`src/rtl/accel_job_sched.sv`:
```
// accel_job_sched: multi-run job sequencer for the conv1d accelerator with watchdog, irq and memory port mux
module accel_job_sched #(
  parameter int RUN_W   = 8,
  parameter int TIMEOUT = 4096
) (
  input  logic             clk,
  input  logic             rst,
  input  logic             cmd_valid,
  output logic             cmd_ready,
  input  logic [RUN_W-1:0] cmd_runs,
  input  logic             irq_en,
  input  logic             irq_ack,
  input  logic             host_mem_req,
  input  logic             host_mem_we,
  input  logic [31:0]      host_addr,
  input  logic [31:0]      host_wdata,
  output logic             host_gnt,
  output logic             accel_start,
  input  logic             accel_done,
  input  logic             accel_mem_req,
  input  logic             accel_mem_we,
  input  logic [31:0]      accel_addr,
  input  logic [31:0]      accel_result,
  output logic             mem_req,
  output logic             mem_we,
  output logic [31:0]      mem_addr,
  output logic [31:0]      mem_wdata,
  output logic             busy,
  output logic [RUN_W-1:0] runs_done,
  output logic             err,
  output logic             irq
);
  localparam int WD_W = $clog2(TIMEOUT) + 1;
  typedef enum logic [1:0] {IDLE, START, RUN, ERR} state_t;
  state_t state, state_n;
  logic [RUN_W-1:0] runs, runs_inc;
  logic [WD_W-1:0] wd;
  logic ien, accept, done_run, last, expire, irq_set;
  assign accept   = cmd_valid && cmd_ready;
  assign done_run = state == RUN && accel_done;
  assign runs_inc = runs_done + RUN_W'(1);
  assign last     = done_run && runs_inc == runs;
  // a done on the expiry cycle takes priority, so expiry requires no done
  assign expire   = state == RUN && !accel_done && wd == WD_W'(TIMEOUT - 2);
  assign irq_set  = (accept && cmd_runs == '0 && irq_en) || (ien && (last || expire));
  always_ff @(posedge clk) begin
    if (rst) state <= IDLE;
    else state <= state_n;
  end
  always_comb begin
    state_n = (state == IDLE)  ? ((accept && cmd_runs != '0) ? START : IDLE)
            : (state == START) ? RUN
            : (state == RUN)   ? (done_run ? (last ? IDLE : START) : (expire ? ERR : RUN))
            : (irq_ack ? IDLE : ERR);
  end
  always_comb begin
    cmd_ready   = state == IDLE;
    accel_start = state == START;
    busy        = state == START || state == RUN;
    err         = state == ERR;
  end
  always_ff @(posedge clk) begin
    if (rst) begin
      runs      <= '0;
      ien       <= 1'b0;
      runs_done <= '0;
      wd        <= '0;
      irq       <= 1'b0;
    end else begin
      if (accept) begin
        runs      <= cmd_runs;
        ien       <= irq_en;
        runs_done <= '0;
      end
      if (done_run) runs_done <= runs_inc;
      wd  <= (state == RUN) ? wd + WD_W'(1) : '0;
      irq <= irq_set ? 1'b1 : (irq_ack ? 1'b0 : irq);
    end
  end
  // ownership comes only from registered state; requests never steer the mux
  assign host_gnt  = !busy && host_mem_req;
  assign mem_req   = busy ? accel_mem_req : host_mem_req;
  assign mem_we    = busy ? accel_mem_we : host_mem_we;
  assign mem_addr  = busy ? accel_addr : host_addr;
  assign mem_wdata = busy ? accel_result : host_wdata;
endmodule

```
`config.mk`:
```
export PLATFORM = sky130hd
export DESIGN_NAME = accel_job_sched
export DESIGN_NICKNAME = d
export VERILOG_FILES = /design/src/rtl/accel_job_sched.sv
export SDC_FILE = /design/constraint.sdc
export NUM_CORES = 1
export LEC_CHECK = 0
export CORE_MARGIN = 4
export CORE_UTILIZATION = 34
export DETAILED_ROUTE_END_ITERATION = 7
export PLACE_DENSITY_LB_ADDON = 0.1
export RECOVER_POWER = 25
export SLEW_MARGIN = 10
export SYNTH_ARGS = -nofsm -noshare
export SYNTH_HDL_FRONTEND = slang
export SYNTH_SLANG_ARGS = --single-unit
export TNS_END_PERCENT = 20
```
`constraint.sdc`:
```
create_clock -name clk -period 5.4 [get_ports clk]
set_input_delay 1.08 -clock clk [delete_from_list [all_inputs] [get_ports clk]]
set_output_delay 1.08 -clock clk [all_outputs]
set_load 0.02 [all_outputs]
```
==> run summary, run 1 <==
The startpoint identified for the worst register-to-register timing path is state[0]. The share of the cycle needed by the critical path after routing came out at 73.1%. The startpoint of the most critical setup path is state[1]. The post-synthesis to final-layout area growth came out at 97.9%. The placement row count came out at 30. The combined area of all synthesized cells came out at approximately 2500 um2. The floorplan step defined a die boundary enclosing 8730 um2. The post-layout instance area is roughly 4900 um2.

The die is roughly 93 um wide. The fraction of layout cells with a size suffix above 1 is 15.3%. Registers are responsible for roughly 22% of the overall power. The detailed-placement wirelength estimate is roughly 10000 um. The chip height came out at 93.4 um.

The initial antenna violation count came out at 3. The top-level port count came out at 226. The final hold violation count came out at 0. The quantity of gates resized following cts is 0. The maximum vdd ir drop is around 0.00013 V. The min-delay analysis places its worst path in the category register to register. Headroom to the max-slew limit came out at between 40% and 50%. After filler insertion, the fill cell instance count of the layout stands at 553. The flow ran to the end, and the final reports show no timing, DRC or antenna violations.

The average routed wire per standard cell is just under 20 um. Summed over all failing endpoints, the final setup total negative slack is 0 ns. The mean post-synth cell area is approximately 8.7 um2.

The critical path launch point type is a register. The kind of cell with the highest combined delay along the critical path is buffers and inverters. In this run the power spent charging and discharging nets is between 300 and 400 uW. The tool flagged a number of max-cap violations equal to 0.

Along the worst path, the maximum fanout reaches 34. The first detailed-routing pass ran for 5 iterations. The post-layout instance count excluding filler cells came out at 600. The final critical delay including setup and external delays is between 3 and 4 ns. In this run the number of H-tree levels came out at 2.

The number of antenna repair diodes is 0. Clock skew on the completed layout was measured at approximately 0.0024 ns. Detailed routing inserted a total of between 3,000 and 4,000 vias. Summing internal, switching and leakage power gives 1160 uW.

The number of enable flip-flop cells after synthesis came out at 0. In the routed design, unresolved DRC markers number 0. The via count of the first global-routing pass came out at roughly 3,100. The number of sinks driven by the clock tree came out at 33. The worst setup slack after placement came out at around 1.8 ns. The core area is around 6900 um2. The maximum number of pins on one net before global-route repair came out at 35. The aggregate global routing overflow came out at 0. The post-synthesis sequential element count came out at 33.

The part of the power in combinational logic came out at approximately 57%. The final max-slew violation count is 0. The global placer's final weighted congestion is 0.910. The Yosys warning count came out at 0. The internal power of the cells totals about 770 uW. Once detail routing completed, the nets flagged for antenna violations numbered 0. Setup repair after global routing left no endpoint under its margin. The effective utilization at floorplan is between 30% and 40%. The power density relative to cell area is approximately 240 nW/um2.

The number of placed cells counting well taps came out at 592. The net count after synthesis came out at 439. The cell area after placement is about 4800 um2. The prevailing post-synth register cell is sky130_fd_sc_hd__dfxtp_1. The largest incremental delay on the critical path is about 0.81 ns. Summed over all cells, the static leakage comes to roughly 0.0018 uW.

The total routed wirelength came out at between 10,000 and 15,000 um. In this run the most critical hold path is launched from ien. The share of synthesized area occupied by flip-flops and latches came out at around a quarter. The tree is rooted in a sky130_fd_sc_hd__clkbuf_8. The buffer and inverter count on the worst path is 3.

The global routing usage summed across all routing layers came out at about a quarter. The post-synthesis instance total is between 200 and 300. The clock power share is 20.5%. The TritonCTS clock tree is done.

The critical path's slowest cell is sky130_fd_sc_hd__ha_2. The worst path setup slack after routing came out at around 1.5 ns. Buffers inserted to repair hold after CTS numbered 0. Setup violations remaining at the end of the flow were counted as 0. The peak clock frequency supported by timing came out at 0.253 GHz. In this run, distinct cell masters in the synthesized netlist total 46.

Traced cell by cell, the critical path runs through inv_1 > ha_2 > buf_4 > mux2_2 > clkdlybuf4s50_1. The arrival time at the worst endpoint is roughly 2.9 ns. The clock latency at the later pin of the worst-skew pair came out at ~0.28 ns. By startpoint and endpoint, the worst setup path is classified as register to primary output. The async set-reset flop share out of synthesis is 0%. STA puts the critical path data required time at around 4.3 ns. The global-route wire length before repair is about 17,000 um. The maximum clock path buffer count is 2. After clock tree synthesis, the clock-pin slew on the worst setup and hold paths is approximately 0.070 ns.

The first routing iteration left between 100 and 150 violations. The proportion of total power due to net switching came out at roughly 34%. The worst-margin pin slew is around 0.83 ns. The number of buffer cells added on primary ports came out at about 230. Clock tree synthesis inserted a total of 5 buffers. The number of setup buffers added after CTS is 0. The count of nets after finishing came out at about 660. STA classifies the critical path endpoint as a primary output. The per-cell via count in the routed design is 5.02.
-- metrics by stage --
stage / hold slack (ns) / util [%]
after floorplan: 0.432 / -
after global placement: 0.440 / 69.1
after detailed placement: 0.443 / 69.1
after CTS: 0.452 / 70.7
after global routing: 0.488 / 70.7
final: 0.454 / 70.7
-- layout by cell type (no fill, tap or decap), drive strengths merged, types with 3 or more instances in the layout --
cell type      netlist  final
and2                 3      3
nand2               24     24
o21ai               12     12
nand4                7      7
mux2                65     65
xor2                 6      6
a21oi               21     21
clkdlybuf4s50        0    215
inv                  5      5
nand3                8      8
dlygate4sd3          0     10
nor2                26     26
nor3                 5      5
or3                  3      3
ha                   7      7
a31oi                4      4
clkbuf               7      7
xnor2                9      9
dfxtp               33     33
-- flip-flops by register name, summed over array words and instances, names as in the netlist --
| name | cells |
|---|---|
| wd | 13 |
| runs | 8 |
| runs_done | 8 |
| ien | 1 |
| state | 2 |
| irq | 1 |
-- cell families (layout without fill, tap and decap cells) --
family | count (synthesis) | count (layout) | share of synthesized area [%]
xor gates and xnor gates | 15 | 15 | 5.30
muxes | 65 | 65 | 29.5
and+or+nand+nor | 93 | 93 | 18.7
AOI/OAI and AO/OA | 51 | 51 | 12.6
buffers and inverters | 22 | 240 | 3.78
DFF | 33 | 33 | 26.6
adders and majority gates | 7 | 7 | 3.53
-- final timing paths --
path,endpoint,slack (ns),cells after the start
worst max-delay path,mem_wdata[31],1.45,5
worst min-delay path,ien,0.45,2
worst max register to register,state[0],3.15,7
worst min register to register,ien,0.45,2
-- routing by layer --
layer	routed length (um)	GRT usage (%)	vias to the layer above
li1	-	-	1471
met1	4420	30.5	1368
met2	5970	45.9	142
met3	1050	8.13	24
met4	290	7.81	6
met5	28	0	-
-- Yosys cell counts (3+ instances only) --
library cell	n	area, um2
sky130_fd_sc_hd__mux2_2	65	732
sky130_fd_sc_hd__dfxtp_1	33	661
sky130_fd_sc_hd__nor2_1	26	97.6
sky130_fd_sc_hd__nand2_1	23	86.3
sky130_fd_sc_hd__a21oi_1	21	105
sky130_fd_sc_hd__o21ai_0	10	50.1
sky130_fd_sc_hd__xnor2_1	9	78.8
sky130_fd_sc_hd__nand3_1	8	40.0
sky130_fd_sc_hd__clkbuf_1	7	26.3
sky130_fd_sc_hd__ha_1	7	87.6
sky130_fd_sc_hd__nand4_1	7	43.8
sky130_fd_sc_hd__buf_2	6	30.0
sky130_fd_sc_hd__xor2_1	6	52.6
sky130_fd_sc_hd__inv_1	5	18.8
sky130_fd_sc_hd__nor3_1	5	25.0
sky130_fd_sc_hd__a31oi_1	4	25.0
sky130_fd_sc_hd__and2_1	3	18.8
sky130_fd_sc_hd__buf_1	3	11.3
sky130_fd_sc_hd__or3_1	3	18.8
-- worst min-delay path, stage by stage, from the launching register on --
cell and delay, ns:
sky130_fd_sc_hd__dfxtp_1 0.31, sky130_fd_sc_hd__nand2_1 0.05, sky130_fd_sc_hd__a21oi_1 0.05
-- power by group through the flow --
stage          clock, uW  combinational [uW]  sequential, uW
6_report             238                 667             260
5_1_grt              250                 698             261
4_1_cts              243                 672             260
3_5_place_dp           0                 668             265
3_3_place_gp           0                 661             264
2_1_floorplan          0                 336             263
-- layout make-up --
| type | instances | area (um2) | area share, % |
|---|---|---|---|
| tap | 96 | 120 | 2.45 |
| sequential | 33 | 661 | 13.5 |
| clock buffer | 7 | 86.3 | 1.76 |
| multi-input combinational | 231 | 1730 | 35.2 |
| clock inverter | 1 | 30.0 | 0.612 |
| timing repair buffer | 227 | 2270 | 46.2 |
| inverter | 5 | 18.8 | 0.382 |
Note: power is estimated with default switching activity, not from simulation.
==> run 2, diff against run 1 <==
--- a/config.mk
+++ b/config.mk
@@ -6,7 +6,7 @@
 export NUM_CORES = 1
 export LEC_CHECK = 0
 export CORE_MARGIN = 4
-export CORE_UTILIZATION = 34
+export CORE_UTILIZATION = 28
 export DETAILED_ROUTE_END_ITERATION = 7
 export PLACE_DENSITY_LB_ADDON = 0.1
 export RECOVER_POWER = 25
==> constraint.sdc (replaced) <==
create_clock -name clk -period 3.5 [get_ports clk]
set_input_delay 0.7 -clock clk [delete_from_list [all_inputs] [get_ports clk]]
set_output_delay 0.7 -clock clk [all_outputs]
set_load 0.02 [all_outputs]
==> run summary, run 2 (synthesis results as in run 1) <==
The share of the cycle needed by the critical path after routing is between 90% and 100%. The largest clock skew in the final design came out at 0.00461 ns (+0.00223 ns). The floorplan die area is 10,400 um2 (+20%). The width of the die came out at 102 um (+9.3%). In the layout the commonest cells are sky130_fd_sc_hd__clkdlybuf4s50_1 (221), sky130_fd_sc_hd__mux2_2 (65), sky130_fd_sc_hd__dfxtp_1 (33). The detailed-placement wirelength estimate came to 9820 um (-1.3%). The number of cells on the worst reg-to-reg path was 7 (unchanged). The worst path setup slack after routing is 0.311 ns (-1.14 ns).

The fraction of layout cells with a size suffix above 1 is 15.2% (-0.030 points). In this run the critical register-to-register path is launched from state[0]. The worst hold path cell count is 2 (unchanged). The post-synthesis to final-layout area growth came out at 98.3%. The final max-slew violation count is 0 (unchanged).

The worst register-to-register path ends at state[0]. The leakage power total is 0.00175 uW (-1.5%). The worst-path maximum fanout is 30 (-12%). The final hold violation count came out at 0 (unchanged). The hold path endpoint is ien. The number of antenna repair diodes came out at 0 (unchanged). The average routed wire per standard cell is 18.5 um (-5.4%). The global-route wire length before repair is 16,400 um (-5.7%). The number of flip-flops under the largest register name is 13 (unchanged). The arrival time at the worst endpoint came out at 2.49 ns (-0.38 ns). The chip height is 102 um (+9.3%). The setup violation total in the final timing report was 0 (unchanged).

The total via count in the routed design is 2,924 (-2.9%). The multi-input combinational cell area was 1730 um2 (unchanged). The core area came out at 8680 um2 (+25%). The run finished with clean final reports.

The aggregate global routing overflow is 0 (unchanged). The number of sinks driven by the clock tree is 33 (unchanged). The number of setup buffers added after CTS came out at 0 (unchanged). The per-cell via count in the routed design is 4.77 (-4.9%).

The clock slew seen by the registers of the worst setup and hold paths is 0.07 ns (about the same). The number of routed nets with antenna violations came out at 0 (unchanged). The worst setup slack after placement came to 0.589 ns (-1.16 ns). The startpoint of the most critical setup path is state[1].

STA classifies the critical path startpoint as a register. The clock latency at the later pin of the worst-skew pair came to 0.28 ns (about the same). The normalized max-slew margin is 36.4% (-7.8 points). The setup slack of the worst register-to-register path came to 1.26 ns (-1.89 ns). The number of filler instances in the final layout is 843 (+52%). The largest registers in the layout are wd: 13 flops, runs: 8 flops, runs_done: 8 flops. Leaving out fill and tap cells, the most frequent cell in the layout is sky130_fd_sc_hd__clkdlybuf4s50_1. The via count of the first global-routing pass is 2,986 (-2.4%).

The power density relative to cell area came to 348 nW/um2 (+47%). The quantity of gates resized following cts is 0 (unchanged). The effective utilization at floorplan came to 28.6% (-7.1 points).

The final sum of negative setup slack is 0 ns (unchanged). The global routing usage summed across all routing layers came out at 20.8% (-5.5 points). The violation count after the first detailed-route iteration was 83 (-44%).

The maximum vdd ir drop came out at 0.000163 V (+25%). The largest register by flop count is wd. The CTS root buffer is sky130_fd_sc_hd__clkbuf_8. The required arrival time at the worst endpoint is 2.80 ns (-1.52 ns).

Setup repair after global routing left no endpoint under its margin. The sequential cell area in the final layout came out at 661 um2 (unchanged). The total routed wirelength came out at 11,400 um (-3.4%).

The hold buffer count at cts came out at 0 (unchanged). The count of nets after finishing came out at 657 (+0.15%). The post-route DRC violation count is 0 (unchanged). The number of max-cap violations was 0 (unchanged). STA classifies the critical path endpoint as a primary output. The global placer's final weighted congestion is 0.811 (-11%). The initial antenna violation count is 0 (-3).

The top-level port count is 226 (unchanged). TritonCTS built the clock tree. The H-tree level count came out at 2 (unchanged).

The min-delay analysis places its worst path in the category register to register. The type of the setup path with the least slack is register to primary output. The peak clock frequency supported by timing came out at about 0.31 GHz.

The total CTS buffers is 5 (unchanged). The maximum clock path buffer count is 2 (unchanged). The length of the first detailed-routing pass in iterations is 4 (-1). The maximum number of pins on one net before global-route repair came out at 31 (-11%). The startpoint identified for the worst hold timing path is ien. The placement row count came to 34 (+13%).

The worst-margin pin slew is 0.954 ns (+0.120 ns). The final critical delay including setup and external delays came out at between 3 and 4 ns. The number of buffer cells added on primary ports is 225 (unchanged).
==> run 2: changes by cell type in the layout (fill, tap and decap cells not counted), moves of 2 or more <==
cell,delta
sky130_fd_sc_hd__clkdlybuf4s50_1,+6
sky130_fd_sc_hd__dlygate4sd3_1,-6
sky130_fd_sc_hd__buf_12,+2
sky130_fd_sc_hd__buf_4,-2
sky130_fd_sc_hd__clkinv_2,+2
==> run 2: layer usage <==
layer	GRT usage [%]	share of wire (%)
met5	0	0
met1	22.0	37
met2	38.1	52
met3	6.62	7.5
met4	7.97	3.4
==> run 2: stage by stage <==
| step | utilization [%] | std cells | hold slack (ns) | instance area, um2 | total power, uW |
|---|---|---|---|---|---|
| after floorplan | - | 286 | 0.432 | 2480 | 924 |
| after global placement | 55.8 | 605 | 0.443 | 4840 | 1450 |
| after detailed placement | 55.8 | 605 | 0.446 | 4840 | 1450 |
| after CTS | 56.8 | 613 | 0.455 | 4930 | 1730 |
| after global routing | 56.7 | 613 | 0.480 | 4920 | 1790 |
| final | 56.7 | 613 | 0.453 | 4920 | 1710 |
==> run 2: worst max-delay path, cell delays in order (launching register included) <==
cell                              delay, ns
sky130_fd_sc_hd__dfxtp_1               0.35
sky130_fd_sc_hd__inv_1                 0.07
sky130_fd_sc_hd__ha_2                  0.60
sky130_fd_sc_hd__buf_12                0.26
sky130_fd_sc_hd__mux2_2                0.35
sky130_fd_sc_hd__clkdlybuf4s50_1       0.56
==> run 2: how the worst max path moves through the flow <==
stage | end | slack, ns
finish | mem_wdata[21] | 0.31
floorplan | mem_wdata[10] | 0.98
global placement | mem_wdata[21] | 0.61
global route | mem_wdata[16] | 0.21
CTS | mem_wdata[21] | 0.27
detailed placement | mem_wdata[21] | 0.59
==> run 2: area by class of cell <==
cell class | instances | share of cell area (%)
repair buffers | 228 | 46.7
multi-input cells | 231 | 35.1
flip-flops and latches | 33 | 13.4
well taps | 108 | 2.75
clock buffers | 6 | 1.48
inverters | 5 | 0.381
clock inverters | 2 | 0.203
==> run 2: where the power goes <==
part | internal, uW | total [uW] | switching [uW]
logic | 583 | 1040 | 456
registers | 389 | 400 | 11.5
clock network | 138 | 275 | 138
==> run 3, diff against run 2 <==
--- a/config.mk
+++ b/config.mk
@@ -8,6 +8,7 @@
 export CORE_MARGIN = 4
 export CORE_UTILIZATION = 28
 export DETAILED_ROUTE_END_ITERATION = 7
+export GPL_TIMING_DRIVEN = 1
 export PLACE_DENSITY_LB_ADDON = 0.1
 export RECOVER_POWER = 25
 export SLEW_MARGIN = 10
==> results of run 3 <==
The final DEF is identical to that of run 2; final timing and power are the same.
==> patch (config.mk and constraints of run 2) <==
Put a register stage on the output `err`. The value now appears one clock later. The other outputs are not delayed to match.
--- a/src/rtl/accel_job_sched.sv
+++ b/src/rtl/accel_job_sched.sv
@@ -32,6 +32,8 @@
 );
   localparam int WD_W = $clog2(TIMEOUT) + 1;
   typedef enum logic [1:0] {IDLE, START, RUN, ERR} state_t;
+
+  logic err_d;
   state_t state, state_n;
   logic [RUN_W-1:0] runs, runs_inc;
   logic [WD_W-1:0] wd;
@@ -57,7 +59,7 @@
     cmd_ready   = state == IDLE;
     accel_start = state == START;
     busy        = state == START || state == RUN;
-    err         = state == ERR;
+    err_d       = state == ERR;
   end
   always_ff @(posedge clk) begin
     if (rst) begin
@@ -83,5 +85,9 @@
   assign mem_we    = busy ? accel_mem_we : host_mem_we;
   assign mem_addr  = busy ? accel_addr : host_addr;
   assign mem_wdata = busy ? accel_result : host_wdata;
+  always_ff @(posedge clk) begin
+    err <= err_d;
+  end
+
 endmodule
 
Function: no difference found for any inputs over 10 cycles, from zero or initial values and one cycle with rst high; that may be too few to reach the edited logic, so the function may still have changed.
==> patch against run 2 <==
  * Worst setup slack improved by 0.087 ns
  * Area after synthesis rose by 0.81%
  * Clock skew rose by 0.0045 ns
  * Sequential cell count rose by 1
  * Design area rose by 1.2%
  * Total power rose by 9.2%
  * Routed wire length fell by 2.8%
  * First-iteration DRC count fell by 12%
  * Largest power group unchanged
  * Highest routed layer is now met5
==> patch: results (changes against run 2) <==
Pwr
  • Clock share of power: 23.2% (+7.1 points)
  • Leakage power: 0.001773 uW (+1.5%)
  • Cell internal pwr: 1256 uW (+13%)
  • Combinational power share: 54.7% (-5.9 points)
  • Max VDD drop: 191.9 uV (+18%)

STA
  • Clock skew: 0.009130 ns (+0.004517 ns)
  • Slew Limit Headroom: 62.50% (+26 points)
  • Hold Vio Cnt, Final: 0 (unchanged)
  • Hold slack: 0.4713 ns (+0.01831 ns)

Placement
  • Detailed placer's ending HPWL: 9.526 mm (-3.0%)
  • GP Congestion: 0.8907 (+9.8%)
  • PortBufs: 225 (unchanged)

Hold path
  • Hold endpoint: runs[0]
  • Min-Delay Path Class: flip-flop to flip-flop
  • Min-Delay Startpoint: runs[0]

Drt
  • Vias/cell: 4.819 (+1.0%)
  • Starting DRT DRC Count: 73 (-12%)
  • Initial DRT Pass Iterations: 4 (unchanged)
  • Drt wl/cell: 18.03 um (-2.8%)

Clock network
  • Post-cts resize count: 0 (unchanged)
  • H-tree depth: 2 (unchanged)
  • CTS root buf: clkbuf_8
  • Clock latency on the worst-skew pair: 0.29 ns
  • CTS Buf Count: 5 (unchanged)

Critical path
  • Reg2reg path depth: 7 (unchanged)
  • RR Endpoint: state[0]
  • Crit Path Max Fanout: 68 (+130%)
  • Reg2reg setup slack: 1.25 ns
  • Worst EP arrival: 2.40 ns (-0.09 ns)

Cells and area
  • Fin nets: 657 (unchanged)
  • Fillers: 779 (-7.6%)
  • Layout cell share with drive strength beyond 1: 15.45% (+0.20 points)

Yosys
  • Post-synth top cells: mux2_2, dfxtp_1, nor2_1
  • Sequential element share of the synthesized area: 27.21% (+0.59 points)
  • Synth Area in Adders: 3.502% (-0.028 points)
  • Post-synthesis compound-gate area fraction: 12.51% (-0.10 points)
  • Area contributors post-synth: mux2_2, dfxtp_1, a21oi_1, nor2_1, ha_1
  • Net count after synthesis: 440 (+0.23%)
  • Post-Synth XOR/XNOR Area: 5.253% (-0.042 points)
  • Multiplexer area fraction after synthesis: 29.26% (-0.24 points)
  • FFs w/ async S/R, synth: 0% (unchanged)

GRT
  • Global-route wire length before repair: 16.17 mm (-1.5%)
  • Vias in the first global route: 3011 (+0.84%)
  • Largest net degree at the start of global routing: 69 (+120%)
  • Initial antenna violation count: 1 (+1)
  • Global Route Usage Sum: 20.26% (-0.50 points)

Status
  • Status: finished clean
patch: layer usage:
| metal | GRT usage (%) | vias to the layer above | wire, um |
|---|---|---|---|
| li1 | - | 1470 | - |
| met1 | 21.43 | 1349 | 3920 |
| met3 | 8.457 | 14 | 1042 |
| met4 | 4.945 | 2 | 213 |
| met5 | 0 | - | 13 |
| met2 | 37.14 | 119 | 5861 |
patch: critical path, cell delays in order, from the launching register on:
cell	delay, ns
dfxtp_1	0.37
inv_1	0.08
ha_2	0.34
buf_12	0.31
mux2_2	0.42
clkdlybuf4s50_1	0.58
patch: kinds of logic (layout without fill, tap and decap cells):
kind of cell             Yosys count  after routing
AO/OA/AOI/OAI                     51             51
XOR/XNOR                          15             15
adder cells (fa/ha/maj)            7              7
buffers and inverters             22            240
flip-flops                        34             34
multiplexers                      65             65
AND/OR/NAND/NOR                   93             93
patch: area by class of cell:
class                      instances  share of cell area [%]
sequential                        34                   13.67
clock buffer                       5                   1.382
tap                              108                   2.714
timing repair buffer             227                   45.79
clock inverter                     3                   1.382
multi-input combinational        231                   34.68
inverter                           5                  0.3770
patch: how the worst max path moves through the flow:
| stage | startpoint | endpoint | slack (ns) | cells past startpoint |
|---|---|---|---|---|
| global route | state[0] | mem_we | 0.32 | 5 |
| detailed placement | state[0] | mem_we | 0.69 | 5 |
| floorplan | state[0] | mem_wdata[10] | 0.98 | 5 |
| CTS | state[0] | mem_we | 0.37 | 5 |
| global placement | state[0] | mem_we | 0.71 | 5 |
| finish | state[0] | mem_we | 0.40 | 5 |
patch: per-stage QoR:
step	cells	instance area [sq um]	utilization [%]	setup WS [ns]
floorplan	287	2501	-	0.9803
finish	613	4979	57.09	0.3984
global placement	605	4843	55.54	0.7093
global route	613	4979	57.09	0.3157
CTS	613	4981	57.12	0.3668
detailed placement	605	4843	55.54	0.6876
